`src/rtl/alu_req_scheduler_pkg.sv`:
```
// Shared encodings for the ALU request scheduler: datapath op codes and
// controller states.
package alu_req_scheduler_pkg;

  typedef enum logic [1:0] {
    IDLE   = 2'b00,
    SETTLE = 2'b01,
    RESP   = 2'b10
  } state_t;

  // Op field is {s[1:0], cin} as presented to the gate-level datapath.
  localparam logic [2:0] OP_ADD   = 3'b000;
  localparam logic [2:0] OP_ADD1  = 3'b001;
  localparam logic [2:0] OP_ADDN  = 3'b010;
  localparam logic [2:0] OP_SUB   = 3'b011;
  localparam logic [2:0] OP_PASS  = 3'b100;
  localparam logic [2:0] OP_INC   = 3'b101;
  localparam logic [2:0] OP_DEC   = 3'b110;
  localparam logic [2:0] OP_PASSC = 3'b111;

endpackage

```
`src/rtl/alu_req_scheduler_arb.sv`:
```
// Two-way round-robin arbiter: on contention the requester that was not
// served last wins; grant is one-hot or zero.
module rr_arbiter2 (
  input  logic [1:0] req,
  input  logic       last,
  output logic [1:0] grant
);

  always_comb begin
    grant = '0;
    if (req == 2'b11) grant = last ? 2'b01 : 2'b10;
    else              grant = req;
  end

endmodule

```
`src/rtl/alu_req_scheduler.sv`:
```
// Time-shares one combinational add/sub datapath between two requesters:
// grant, hold operands for SETTLE_CYCLES, capture {cout, d}, return result.
module alu_req_scheduler
  import alu_req_scheduler_pkg::*;
#(
  parameter int WIDTH         = 4,
  parameter int SETTLE_CYCLES = 3
) (
  input  logic               clk,
  input  logic               rst_n,
  input  logic [1:0]         req_valid,
  output logic [1:0]         req_ready,
  input  logic [2*WIDTH-1:0] req_a,
  input  logic [2*WIDTH-1:0] req_b,
  input  logic [5:0]         req_op,
  output logic [1:0]         rsp_valid,
  input  logic [1:0]         rsp_ready,
  output logic [WIDTH:0]     rsp_data,
  output logic [WIDTH-1:0]   alu_a,
  output logic [WIDTH-1:0]   alu_b,
  output logic [1:0]         alu_s,
  output logic               alu_cin,
  input  logic [WIDTH-1:0]   alu_d,
  input  logic               alu_cout,
  output logic               busy
);

  localparam int CW = $clog2(SETTLE_CYCLES) + 1;

  state_t          state;
  logic [CW-1:0]   cnt;
  logic            last_grant;
  logic            gsel;
  logic [1:0]      grant;
  logic            gidx;
  logic [WIDTH-1:0] sel_a;
  logic [WIDTH-1:0] sel_b;
  logic [2:0]      sel_op;

  rr_arbiter2 u_arb (
    .req   (req_valid),
    .last  (last_grant),
    .grant (grant)
  );

  // rst_n gates req_ready so no handshake is offered while held in reset.
  always_comb begin
    req_ready = '0;
    if (rst_n && state == IDLE) req_ready = grant;
    gidx   = grant[1];
    sel_a  = gidx ? req_a[2*WIDTH-1:WIDTH] : req_a[WIDTH-1:0];
    sel_b  = gidx ? req_b[2*WIDTH-1:WIDTH] : req_b[WIDTH-1:0];
    sel_op = gidx ? req_op[5:3] : req_op[2:0];
  end

  always_ff @(posedge clk or negedge rst_n) begin
    if (!rst_n) begin
      state      <= IDLE;
      cnt        <= '0;
      last_grant <= 1'b1;
      gsel       <= 1'b0;
      alu_a      <= '0;
      alu_b      <= '0;
      alu_s      <= '0;
      alu_cin    <= 1'b0;
      rsp_data   <= '0;
      rsp_valid  <= '0;
      busy       <= 1'b0;
    end else begin
      case (state)
        IDLE: begin
          if (|req_ready) begin
            alu_a   <= sel_a;
            alu_b   <= sel_b;
            alu_s   <= sel_op[2:1];
            alu_cin <= sel_op[0];
            gsel    <= gidx;
            cnt     <= CW'(SETTLE_CYCLES - 1);
            state   <= SETTLE;
            busy    <= 1'b1;
          end
        end
        SETTLE: begin
          if (cnt == '0) begin
            rsp_data  <= {alu_cout, alu_d};
            rsp_valid <= gsel ? 2'b10 : 2'b01;
            state     <= RESP;
          end else begin
            cnt <= cnt - 1'b1;
          end
        end
        RESP: begin
          if (rsp_ready[gsel]) begin
            rsp_valid  <= '0;
            last_grant <= gsel;
            state      <= IDLE;
            busy       <= 1'b0;
          end
        end
        default: begin
          state <= IDLE;
          busy  <= 1'b0;
        end
      endcase
    end
  end

endmodule

```
`config.mk`:
```
export PLATFORM = sky130hd
export DESIGN_NAME = alu_req_scheduler
export DESIGN_NICKNAME = d
export VERILOG_FILES = /design/src/rtl/alu_req_scheduler_pkg.sv /design/src/rtl/alu_req_scheduler_arb.sv /design/src/rtl/alu_req_scheduler.sv
export SDC_FILE = /design/constraint.sdc
export NUM_CORES = 1
export LEC_CHECK = 0
export ABC_CLOCK_PERIOD_IN_PS = 2500
export CORE_MARGIN = 5
export CORE_UTILIZATION = 35
export CTS_BUF_LIST = sky130_fd_sc_hd__clkbuf_16
export CTS_CLUSTER_DIAMETER = 60
export DETAILED_ROUTE_END_ITERATION = 6
export GPL_ROUTABILITY_DRIVEN = 0
export PLACE_DENSITY = 0.72
export SETUP_SLACK_MARGIN = 0.2
export SYNTH_ARGS = -nofsm -noshare
export SYNTH_HDL_FRONTEND = slang
export SYNTH_HIERARCHICAL = 1
export SYNTH_SLANG_ARGS = --single-unit
```
`constraint.sdc`:
```
create_clock -name clk -period 2.5 [get_ports clk]
set_input_delay 0.375 -clock clk [delete_from_list [all_inputs] [get_ports clk]]
set_output_delay 0.375 -clock clk [all_outputs]
set_load 0.05 [all_outputs]
```
==> flow_summary.ini <==
[timing]
rsz0062_at_grt = false
timing.setup.tns_ps = 0
final_max_slew_viol_count = 0
final-setup-viol-count = 0
min_period_over_period_pct = 81.1
hold_viol_final = 0
worst_setup_skew_after_layout_ps = 2.00
headroom_to_the_max_slew_limit_pct = 65.1
max_freq_ghz = 0.493
finalCriticalPeriod_ps = 2030
timing_worst_slew_pin_value_ps = 521

[pwr]
cellLeakagePower_nw = 0.841
power.ir.vdd_worst_mv = 0.656
power_density_nw_per_um2 = 1390

[clock_tree]
cts_buffer_depth = 2
h-tree-depth = 1
clk_latency_ps = 260
cts-resized-gates = 0
cts-buffers-inserted = 3
clk_root_buffer_cell = sky130_fd_sc_hd__clkbuf_16
tritoncts_clock_tree = yes
postCtsHoldBufs = 0
cts_setup_buffers = 0
cts.reportedPaths.clkPinSlew_ps = 60
clock_sink_count = 26

[logic_synthesis]
largest_family_of_logic_cells_by_synthesized_area = multiplexers
synth_fp_nets = 134
synth.ff_latch_count = 26
yosysWarnings = 6
avgSynthCellArea_um2 = 13.0
post_synth_adder_cell_area_pct = 1.94
post_synth_instance_area_um2 = 1290
synth_sequential_area_ratio_pct = 50.6
xor_xnor_portion_of_the_synthesized_cell_area_pct = 0
post_synth_and_or_nand_nor_area_fraction_pct = 9.71
synth_compound_area_share_pct = 6.99
syn-instance-count = 99
synthDistinctLibCells = 30
synth.mux.area_fraction_pct = 26.8

[critical_path]
setup.worst_path.start_class = primary input
critPathMaxStageDelay_ps = 490
regToRegSetupSlack_ps = 690
required_ps = 2120
reg2regPathDepth = 3
worst_path_max_delay_cell = sky130_fd_sc_hd__clkdlybuf4s50_1
worstSetupPathDepth = 4
crit_path_max_fanout = 28
critPathCaptureType = output pin
timing.rr.start = state[0]
worstSetupEndpoint = req_ready[0]
critical_path.cell_chain = clkdlybuf4s50_1, buf_4, and3_1, buf_12
critical_path.startpoint = rst_n
crit_buf_inv = 3
critical_path.top_delay_family = buffers and inverters
setup.worst_path.class = in2out
reg2reg_to = alu_b[3]
arrival_ps = 1650

[grt]
grt.overflow.total = 0
grt_antenna_before_repair = 0
grt_pass1_vias = 1071
grt_usage_pct = 12.4
grt_pass1_wl_um = 4990
grt_start_max_net_pins = 29

[routing]
route.final.wire_length_um = 2940
drcViolationCount = 0
num_vias = 957
detailedRoute.firstIterationViolations = 39
dr.max_layer_used = met4
wl_per_cell_um = 14.4
met3_length_um = 141
met1_routed_length_um = 1170
drt_pre_antenna_iters = 3
post_drt_via_cell_ratio = 4.69
ant_nets = 0
met2_wirelength_um = 1600

[run]
max-cap-violations = 0

[layout]
fill_cells = 311
finish.net_count = 192
drive_gt1_share_pct = 26.3
final_common_cell = sky130_fd_sc_hd__clkdlybuf4s50_1
postLayoutCoreUtil_pct = 55.4
antenna_diodes = 0
final_cell_mix = sky130_fd_sc_hd__clkdlybuf4s50_1, sky130_fd_sc_hd__dfrtp_1, sky130_fd_sc_hd__mux2_2
area_growth_syn_to_layout_pct = 55.0

[floorplanning]
floorplan.rows = 22
die-width_um = 70.7
ioPinCount = 54
die_height_um = 70.7
core_area_um2 = 3610
fp.dieArea_um2 = 5000
initial_core_util_pct = 35.7

[place]
detailedPlacementHpwl_um = 2290
buffer_ports.inserted = 53

[run_status]
outcome = completed

[min_path]
min-delay-path-class = reg2reg
==> cells by family (layout without fill, tap and decap cells) <==
group	after synthesis	count (layout)
AOI/OAI and AO/OA	15	15
DFF	26	26
muxes	28	28
and+or+nand+nor	19	19
adders and majority gates	2	2
buffers and inverters	9	66
==> state kept, by name (all words and copies together) (netlist names) <==
name	flops
alu_a	4
alu_b	4
alu_cin	1
alu_s	2
busy	1
cnt	3
gsel	1
last_grant	1
rsp_data	5
rsp_valid	2
state	2
==> where the power goes <==
group | leakage [nW] | internal (mW) | switching, mW
logic | 0.482 | 0.660 | 0.894
clock network | 0.0511 | 0.318 | 0.140
registers | 0.307 | 0.636 | 0.137
==> worst min-delay path by stage <==
stage	slack, ps	depth (start not counted)	endpoint	from
2_1_floorplan	80	0	alu_a[0]	rst_n
3_3_place_gp	480	1	busy	busy
3_5_place_dp	490	1	busy	busy
4_1_cts	500	1	busy	busy
5_1_grt	510	1	busy	busy
6_report	490	1	busy	busy
==> synthesized netlist by cell type <==
master                      count  area, um2
sky130_fd_sc_hd__mux2_2        20        225
sky130_fd_sc_hd__inv_1          6       22.5
sky130_fd_sc_hd__nand4bb_1      1       11.3
sky130_fd_sc_hd__a21o_1         1       7.51
sky130_fd_sc_hd__or3_1          1       6.26
sky130_fd_sc_hd__mux2_4         8        120
sky130_fd_sc_hd__a21boi_0       1       7.51
sky130_fd_sc_hd__o21ai_0        5       25.0
sky130_fd_sc_hd__a21oi_1        2       10.0
sky130_fd_sc_hd__clkbuf_1       1       3.75
sky130_fd_sc_hd__and3_1         2       12.5
sky130_fd_sc_hd__nor2_4         1       11.3
sky130_fd_sc_hd__dfstp_2        1       26.3
sky130_fd_sc_hd__or3b_2         1       8.76
sky130_fd_sc_hd__nor2_1         3       11.3
sky130_fd_sc_hd__buf_2          1       5.00
sky130_fd_sc_hd__nand3b_1       1       7.51
sky130_fd_sc_hd__a21boi_1       1       7.51
sky130_fd_sc_hd__dfrtp_1       25        626
sky130_fd_sc_hd__a31oi_1        1       6.26
sky130_fd_sc_hd__ha_1           2       25.0
sky130_fd_sc_hd__or3b_4         1       11.3
sky130_fd_sc_hd__o21bai_1       1       7.51
sky130_fd_sc_hd__nand2_1        2       7.51
sky130_fd_sc_hd__nand2b_1       2       12.5
sky130_fd_sc_hd__nor3_1         1       5.00
sky130_fd_sc_hd__nor2b_1        2       12.5
sky130_fd_sc_hd__buf_12         1       20.0
sky130_fd_sc_hd__or4_1          1       7.51
sky130_fd_sc_hd__o22ai_1        3       18.8
==> layer usage <==
metal  GRT usage [%]  vias to the layer above
li1                -                      465
met1            13.6                      464
met2            23.1                       26
met3            2.27                        2
met4            5.01                        0
met5               0                        -
==> area by class of cell <==
| class | count | area [um2] | area share (%) |
|---|---|---|---|
| inverter | 6 | 22.5 | 1.13 |
| clock inverter | 1 | 30.0 | 1.50 |
| timing repair buffer | 56 | 573 | 28.7 |
| clock buffer | 3 | 75.1 | 3.76 |
| tap | 48 | 60.1 | 3.01 |
| sequential | 26 | 652 | 32.6 |
| multi-input combinational | 64 | 586 | 29.3 |
==> metrics by stage <==
step / worst slack, ps / instances / cell area, um2 / hold WS (ps) / power (mW)
after CTS: 439 / 204 / 2000 / 503 / 2.82
final: 473 / 204 / 2000 / 493 / 2.79
after global routing: 359 / 204 / 2000 / 511 / 2.93
after global placement: 252 / 200 / 1890 / 485 / 2.31
after floorplan: 512 / 99 / 1290 / 79.4 / 1.84
after detailed placement: 207 / 200 / 1890 / 488 / 2.35
Power figures use the tool's default switching activity.
